<file path="config.mk">
export PLATFORM = sky130hd
export DESIGN_NAME = update_y_accum
export DESIGN_NICKNAME = d
export VERILOG_FILES = /design/src/rtl/update_y_accum.sv
export SDC_FILE = /design/constraint.sdc
export NUM_CORES = 1
export LEC_CHECK = 0
export BUFFER_PORTS_ARGS = -buffer_cell sky130_fd_sc_hd__buf_2
export CAP_MARGIN = 20
export CORE_MARGIN = 2
export CORE_UTILIZATION = 55
export DETAILED_ROUTE_END_ITERATION = 7
export PLACE_DENSITY_LB_ADDON = 0.1
export SKIP_CTS_REPAIR_TIMING = 1
export SLEW_MARGIN = 20
export SYNTH_ARGS = -nofsm -noshare
export SYNTH_HDL_FRONTEND = slang
export SYNTH_SLANG_ARGS = --single-unit
</file>
<file path="constraint.sdc">
create_clock -name clock -period 7.06 [get_ports clock]
set_input_delay 1.412 -clock clock [delete_from_list [all_inputs] [get_ports clock]]
set_output_delay 1.412 -clock clock [all_outputs]
set_load 0.02 [all_outputs]
</file>
<file path="src/rtl/update_y_accum.sv">
// Complex Y accumulator: a base beat followed by up to MAX_TERMS add/subtract delta beats.
// Optional UPDATE_Y_ACCUM_SAT_EN: clamp components on overflow instead of wrapping.
module update_y_accum #(
  parameter int W         = 24,
  parameter int MAX_TERMS = 8,
  localparam int CW       = $clog2(MAX_TERMS + 1)
) (
  input  logic            clock,
  input  logic            reset,
  input  logic            enable,
  input  logic            in_valid,
  output logic            in_ready,
  input  logic [2*W-1:0]  in_data,
  input  logic            in_first,
  input  logic            in_last,
  input  logic            in_sub,
  output logic            out_valid,
  input  logic            out_ready,
  output logic [2*W-1:0]  out_data,
  output logic [CW-1:0]   out_terms,
  output logic            out_ovf,
  output logic            out_err,
  output logic            err_proto
);

  typedef enum logic [1:0] {IDLE, ACCUM, DONE} stateT;

  stateT         state, stateNext;
  logic [W-1:0]  accRe, accIm, reNext, imNext;
  logic [CW-1:0] cnt, cntNext, cntInc;
  logic          ovf, ovfNext, err, errNext, errProto, protoNext;
  logic          xfer;
  logic [W:0]    sumRe, sumIm;
  logic [W-1:0]  resRe, resIm;
  logic          ovfRe, ovfIm;

  function automatic logic [W:0] addSub(input logic [W-1:0] a, input logic [W-1:0] d,
                                        input logic sub);
    logic [W:0] ax, dx;
    ax = {a[W-1], a};
    dx = {d[W-1], d};
    return sub ? (ax - dx) : (ax + dx);
  endfunction

  // The extra top bit disagrees with the sign bit exactly when the result left the W-bit range.
  function automatic logic [W-1:0] fit(input logic [W:0] s);
`ifdef UPDATE_Y_ACCUM_SAT_EN
    if (s[W] != s[W-1])
      return s[W] ? {1'b1, {(W-1){1'b0}}} : {1'b0, {(W-1){1'b1}}};
    else
      return s[W-1:0];
`else
    return s[W-1:0];
`endif
  endfunction

  assign in_ready  = enable & (state != DONE);
  assign xfer      = in_valid & in_ready;
  assign out_valid = (state == DONE);
  assign out_data  = out_valid ? {accRe, accIm} : '0;
  assign out_terms = cnt;
  assign out_ovf   = ovf;
  assign out_err   = err;
  assign err_proto = errProto;

  assign sumRe  = addSub(accRe, in_data[2*W-1:W], in_sub);
  assign sumIm  = addSub(accIm, in_data[W-1:0], in_sub);
  assign ovfRe  = sumRe[W] ^ sumRe[W-1];
  assign ovfIm  = sumIm[W] ^ sumIm[W-1];
  assign resRe  = fit(sumRe);
  assign resIm  = fit(sumIm);
  assign cntInc = cnt + CW'(1);

  always_comb begin
    stateNext = state;
    reNext    = accRe;
    imNext    = accIm;
    cntNext   = cnt;
    ovfNext   = ovf;
    errNext   = err;
    protoNext = 1'b0;
    case (state)
      IDLE, ACCUM: begin
        if (xfer) begin
          if (in_first) begin
            // A base beat always (re)starts a packet; inside ACCUM it is also a violation.
            protoNext = (state == ACCUM);
            reNext    = in_data[2*W-1:W];
            imNext    = in_data[W-1:0];
            cntNext   = '0;
            ovfNext   = 1'b0;
            errNext   = 1'b0;
            stateNext = in_last ? DONE : ACCUM;
          end else if (state == IDLE) begin
            protoNext = 1'b1;
          end else begin
            reNext  = resRe;
            imNext  = resIm;
            cntNext = cntInc;
            ovfNext = ovf | ovfRe | ovfIm;
            if (in_last) begin
              stateNext = DONE;
            end else if (cntInc == CW'(MAX_TERMS)) begin
              stateNext = DONE;
              errNext   = 1'b1;
            end
          end
        end
      end
      DONE: begin
        if (enable && out_ready) stateNext = IDLE;
      end
      default: stateNext = IDLE;
    endcase
  end

  always_ff @(posedge clock or posedge reset) begin
    if (reset) begin
      state    <= IDLE;
      accRe    <= '0;
      accIm    <= '0;
      cnt      <= '0;
      ovf      <= 1'b0;
      err      <= 1'b0;
      errProto <= 1'b0;
    end else if (enable) begin
      state    <= stateNext;
      accRe    <= reNext;
      accIm    <= imNext;
      cnt      <= cntNext;
      ovf      <= ovfNext;
      err      <= errNext;
      errProto <= protoNext;
    end
  end

endmodule

</file>
* Word level (Yosys, flattened, before mapping) *
Cells that the tools add are included.

cells by class
  add/subtract/negate cells = 5
  multiply operators = 0
  div/mod/pow operators = 0
  order comparisons = 0
  eq/ne operators = 10
  shift-type cells = 0
  multiplexer cells = 27
  bitwise operators = 6
  reduce and logical (&&, ||, !) cells = 7

operators with widths
  operator                                        count
  2-to-1 mux 24 bit                               4
  adder 24 x 24 -> 25 bit                         2
  2-to-1 mux 25 bit                               2
  subtractor 24 x 24 -> 25 bit                    2
  2-to-1 mux 48 bit                               1
  2-to-1 mux 2 bit                                7
  2-to-1 mux 1 bit                                10
  2-to-1 mux 4 bit                                2
  != test 2 bit (second input constant)           4
  AND reduction 6 bit                             1
  AND reduction 5 bit                             1
  adder 4 x 1 -> 4 bit (second input constant)    1
  == test 4 bit (second input constant)           1
  != test 4 bit (second input constant)           1
  case mux 2 bit (2 select lines)                 1
  AND reduction 4 bit                             1
  != test 3 bit (second input constant)           1
  AND 1 bit                                       2
  == test 2 x 1 -> 1 bit (second input constant)  1
  == test 2 bit (second input constant)           1
  zero test 2 bit                                 1
  != test 2 x 1 -> 1 bit (second input constant)  1
  OR 1 bit                                        2
  nonzero test 2 bit                              1
  other kinds (3)                                 4

storage, ports and cells
  register bits after elaboration = 57
  latch bits = 0
  memory bits (writable) = 0
  memory bits (read-only) = 0
  memories = 0

* Longest topological paths before layout *
  depth in word-level cells = 8
  mapped depth = 18

* Worst setup path after synthesis *
OpenSTA, ideal clock, no wires.

  path kind = input to register
  from = in in_data[0]
  to = reg ovf, in the netlist out_ovf
  arrival = 4805 ps
  required time = 6987 ps
  setup slack = 2182 ps
  stages = 18
  cells stage by stage = inv_1 ha_1 nor3b_1 nand4_1 nor4_2 nor2_1 xnor2_1 ha_1 a21o_1 a21o_1 a21o_1 a2bb2oi_1 o31ai_1 a311o_1 a21oi_2 xnor3_1 a21oi_1 a2bb2oi_2

on the way
  longest elaborated chain between the ends = 6
  elaborated cells between the ends (all ways) = 7

ends and longest elaborated chain
  item                                                                     RTL line  source
  from (decl)                                                              13        input logic [2*W-1:0] in_data,
  adder 24 x 24 -> 25 bit or subtractor 24 x 24 -> 25 bit (tied branches)  42        return sub ? (ax - dx) : (ax + dx);
  2-to-1 mux 25 bit *                                                      42
  bitwise XOR 1 bit *                                                      69        assign ovfIm = sumIm[W] ^ sumIm[W-1];
  OR 1 bit *                                                               100       ovfNext = ovf | ovfRe | ovfIm;
  2-to-1 mux 1 bit *                                                       94        end else if (state == IDLE) begin
  2-to-1 mux 1 bit *                                                       85        if (in_first) begin
  to (signal assigned)                                                     131       ovf <= ovfNext;
  to (decl)                                                                31        logic ovf, ovfNext, err, errNext, errProto, protoNext;

Every way passes the cells marked *; elsewhere a longest branch is shown, timed or not. The select of a mux whose other input is x is not followed.
A chain may end at the register's enable or synchronous reset.

* Worst setup path in the final report *
Same ends and word-level chain as after synthesis.

==> flow_metrics.py <==
metrics = {
    "power_and_ir_drop": {
        "max-vdd-ir-drop_mv": 0.205,
        "sw_frac_of_total_pct": 47.6,
        "power.density_nw_per_um2": 421,
        "p_leak_nw": 3.41,
        "switchingPower_mw": 1.42,
        "internal_power_mw": 1.56,
        "p_comb_share_pct": 66.5,
        "pwr-share-seq_pct": 20.5,
        "clkPwrFrac_pct": 13.1,
    },
    "route": {
        "routedWlPerCell_microns": 15.6,
        "vias": 6127,
        "routed_via_density": 5.85,
        "drtPass1Iterations": 5,
        "wirelength_microns": 16300,
        "drtIter0Drc": 366,
        "ant_nets": 0,
        "drc": 0,
    },
    "min_path": {
        "hp-class": "register to register",
        "min_from": "accRe[13]",
        "holdPathStages": 2,
        "whs_endpoint": "accRe[13]",
    },
    "global_route": {
        "grt_pass1_vias": 5817,
        "grt_pass1_wl_microns": 26900,
        "grt_max_degree": 58,
        "antenna_found_initial": 0,
        "grt-ovfl-total": 0,
        "grt_usage_pct": 28.0,
    },
    "setup_path": {
        "crit_arrival_ns": 5.56,
        "cp_max_fo": 5,
        "cp_num_buf_inv": 2,
        "crit_type": "primary input to register",
        "cp_slowest_stage_delay_ns": 0.43,
        "r2r_slack_ns": 3.60,
        "cp.depth": 19,
        "path_cells": "buf_2 > inv_1 > ha_1 > nor3b_1 > nand4_1 > nor4_2 > nor2_1 > xnor2_1 > ha_1 > a21o_1 > a21o_1 > a21o_1 > a2bb2oi_1 > o31ai_1 > a311o_1 > a21oi_2 > xnor3_1 > a21oi_1 > a2bb2oi_2",
        "cp_slowest_cell": "nor4_2",
        "cp_top_family": "compound AO/OA/AOI/OAI gates",
        "end_kind": "register",
        "r2r_start": "accIm[0]",
        "regToRegEndpoint": "out_ovf",
        "r2r_cells": 14,
        "required_ns": 7.35,
        "crit_top_cell": "a21o_1",
        "critPathLaunchType": "primary input",
    },
    "clocking": {
        "ctsLongestPathBuffers": 2,
        "path_clk_slew_ns": 0.08,
        "tritoncts": "built",
        "cts-htree-levels": 3,
        "clkLatencyLatePin_ns": 0.36,
        "cts_sinks": 57,
        "numCtsBuffers": 9,
        "cts-root-buf": "clkbuf_8",
    },
    "synth": {
        "synth_edf_count": 0,
        "yosys_warnings": 0,
        "synth_area_leaders": "dfrtp_1 (23%), ha_1 (10%), xnor2_1 (9.2%)",
        "synth.most_common_cell": "a21oi_1",
        "synthDistinctLibCells": 64,
        "synthArstFlopShare_pct": 100,
        "syn_inst": 807,
        "synth_top_area_cell": "dfrtp_1",
        "yosys-top-cells-count": "a21oi_1 (95), nor2_1 (81), nand2_1 (70)",
        "yosys_most_used_dff": "dfrtp_1",
        "seq_area_frac_synth_pct": 23.0,
        "synth_top_area_share_pct": 23.0,
        "synth.avg_cell_area_sq_um": 7.67,
        "syn_nets": 916,
        "synth_area_sq_um": 6190,
        "ys_ff_latch": 57,
    },
    "flow_run": {
        "cap_violations": 0,
    },
    "run_status": {
        "status": "finished, final reports clean",
    },
    "floorplanning": {
        "die_w_microns": 110,
        "coreArea_sq_um": 10900,
        "initial_core_util_pct": 56.8,
        "ios": 113,
        "die_area_sq_um": 12100,
        "chipHeight_microns": 110,
        "num_rows": 38,
    },
    "timing": {
        "rsz0062_at_grt": "false",
        "clock_skew_ns": 0.00809,
        "drv_slew": 0,
        "period_minus_slack_ns": 5.26,
        "worst_slew_pin_slew_ns": 0.871,
        "hold_viol_final": 0,
        "fin_hold_ws_ns": 0.516,
        "fmax_mhz": 190,
        "fin_crit_sh_pct": 74.5,
        "setup_tns_ns": 0,
        "slew_headroom_pct": 41.7,
        "setup-violations-final": 0,
    },
    "finish": {
        "utilization_pct": 65.1,
        "post_route_cells_drive_above_1_share_pct": 17.1,
        "n_fill_cell": 974,
        "syn_to_final_growth_pct": 14.5,
        "nets": 1011,
        "diodes": 0,
    },
    "placed_design": {
        "routabilityCongestion": 0.946,
        "io_buffers": 112,
        "hpwl_microns": 12100,
    },
}
-- cell usage in the layout, fill, tap and decap left out, types with 3 or more instances in the layout --
cell type and n:
nand2_1 70, mux2i_1 9, a21oi_1 95, a211o_1 3, nor3_1 11, buf_2 112, nor2_1 81, o21a_1 9
ha_1 51, xnor2_1 65, a311o_1 3, o211ai_1 3, o22ai_1 3, bufinv_16 3, a211oi_1 8, nor4_1 5
and3_1 7, o21bai_1 8, buf_4 6, dfrtp_1 57, o21ai_0 69, nand4_1 5, a21o_1 24, a31oi_1 13
nand2b_1 7, nand3_1 6, a21oi_2 4, and2_1 51, a221o_1 3, xor2_1 20, inv_1 30, nor2b_1 6
nor3b_1 4, clkbuf_8 9, or4_1 3
-- worst reg2reg max path, stage by stage (launching register included) --
cell	delay, ns
dfrtp_1	0.38
inv_1	0.07
ha_1	0.17
inv_1	0.07
fa_1	0.45
a211oi_2	0.24
o21bai_1	0.13
a21oi_1	0.27
o21ai_1	0.19
a311o_1	0.40
a221o_1	0.33
a21oi_1	0.19
xnor3_1	0.23
a21oi_1	0.16
a2bb2oi_2	0.13
-- kinds of logic (layout without fill, tap and decap cells) --
group	Yosys count	count (layout)	share of synthesized area, %
AOI/OAI and AO/OA	265	265	26.3
xor gates and xnor gates	87	87	12.7
adders and majority gates	53	53	11.0
buffers and inverters	66	166	4.00
DFF	57	57	23.0
muxes	11	11	1.82
and+or+nand+nor	268	268	21.3
-- power by group through the flow --
stage | sequential (mW) | clock, mW | combinational [mW]
after floorplan | 0.585 | 0 | 1.53
after global placement | 0.609 | 0 | 1.92
after detailed placement | 0.617 | 0 | 1.96
after CTS | 0.612 | 0.398 | 1.98
after global routing | 0.633 | 0.411 | 2.21
final | 0.611 | 0.390 | 1.98
-- final cells by class --
| class | instances | area (sq um) | share of cell area (%) |
|---|---|---|---|
| Clock buffer | 9 | 124 | 1.75 |
| Inverter | 32 | 120 | 1.69 |
| Timing Repair Buffer | 118 | 606 | 8.54 |
| Multi-Input combinational cell | 684 | 4520 | 63.7 |
| Tap cell | 140 | 175 | 2.47 |
| Clock inverter | 7 | 119 | 1.68 |
| Sequential cell | 57 | 1430 | 20.1 |
-- per-layer routing --
layer	wire [microns]	share of wire, %	GRT usage (%)	up-vias
met1	7500	46	37.2	2891
li1	-	-	-	3031
met5	0	0	0	-
met4	382	2.3	12.7	0
met2	7470	46	45.0	179
met3	959	5.9	4.17	26
-- per-stage QoR --
| stage | instance area (sq um) | setup WS [ns] | power, mW | instances |
|---|---|---|---|---|
| 6_report | 7090 | 1.80 | 2.98 | 1047 |
| 3_3_place_gp | 6850 | 1.63 | 2.53 | 1031 |
| 2_1_floorplan | 6190 | 2.18 | 2.12 | 807 |
| 5_1_grt | 7090 | 1.49 | 3.26 | 1047 |
| 3_5_place_dp | 6850 | 1.51 | 2.58 | 1031 |
| 4_1_cts | 7090 | 1.86 | 2.99 | 1047 |
-- sequential cells by signal, indices dropped and copies added (netlist names) --
signal     cells
accIm         24
accRe         24
out_terms      4
state          2
err_proto      1
out_err        1
out_ovf        1
-- worst max-delay path by stage --
stage | startpoint | to | slack (ns)
after floorplan | in_data[0] | out_ovf | 2.18
after global placement | in_data[0] | out_ovf | 1.63
after detailed placement | in_data[24] | out_ovf | 1.51
after CTS | in_data[0] | out_ovf | 1.86
after global routing | in_data[0] | out_ovf | 1.49
final | in_data[0] | out_ovf | 1.80
No activity file was read; power rests on OpenSTA's default activity.
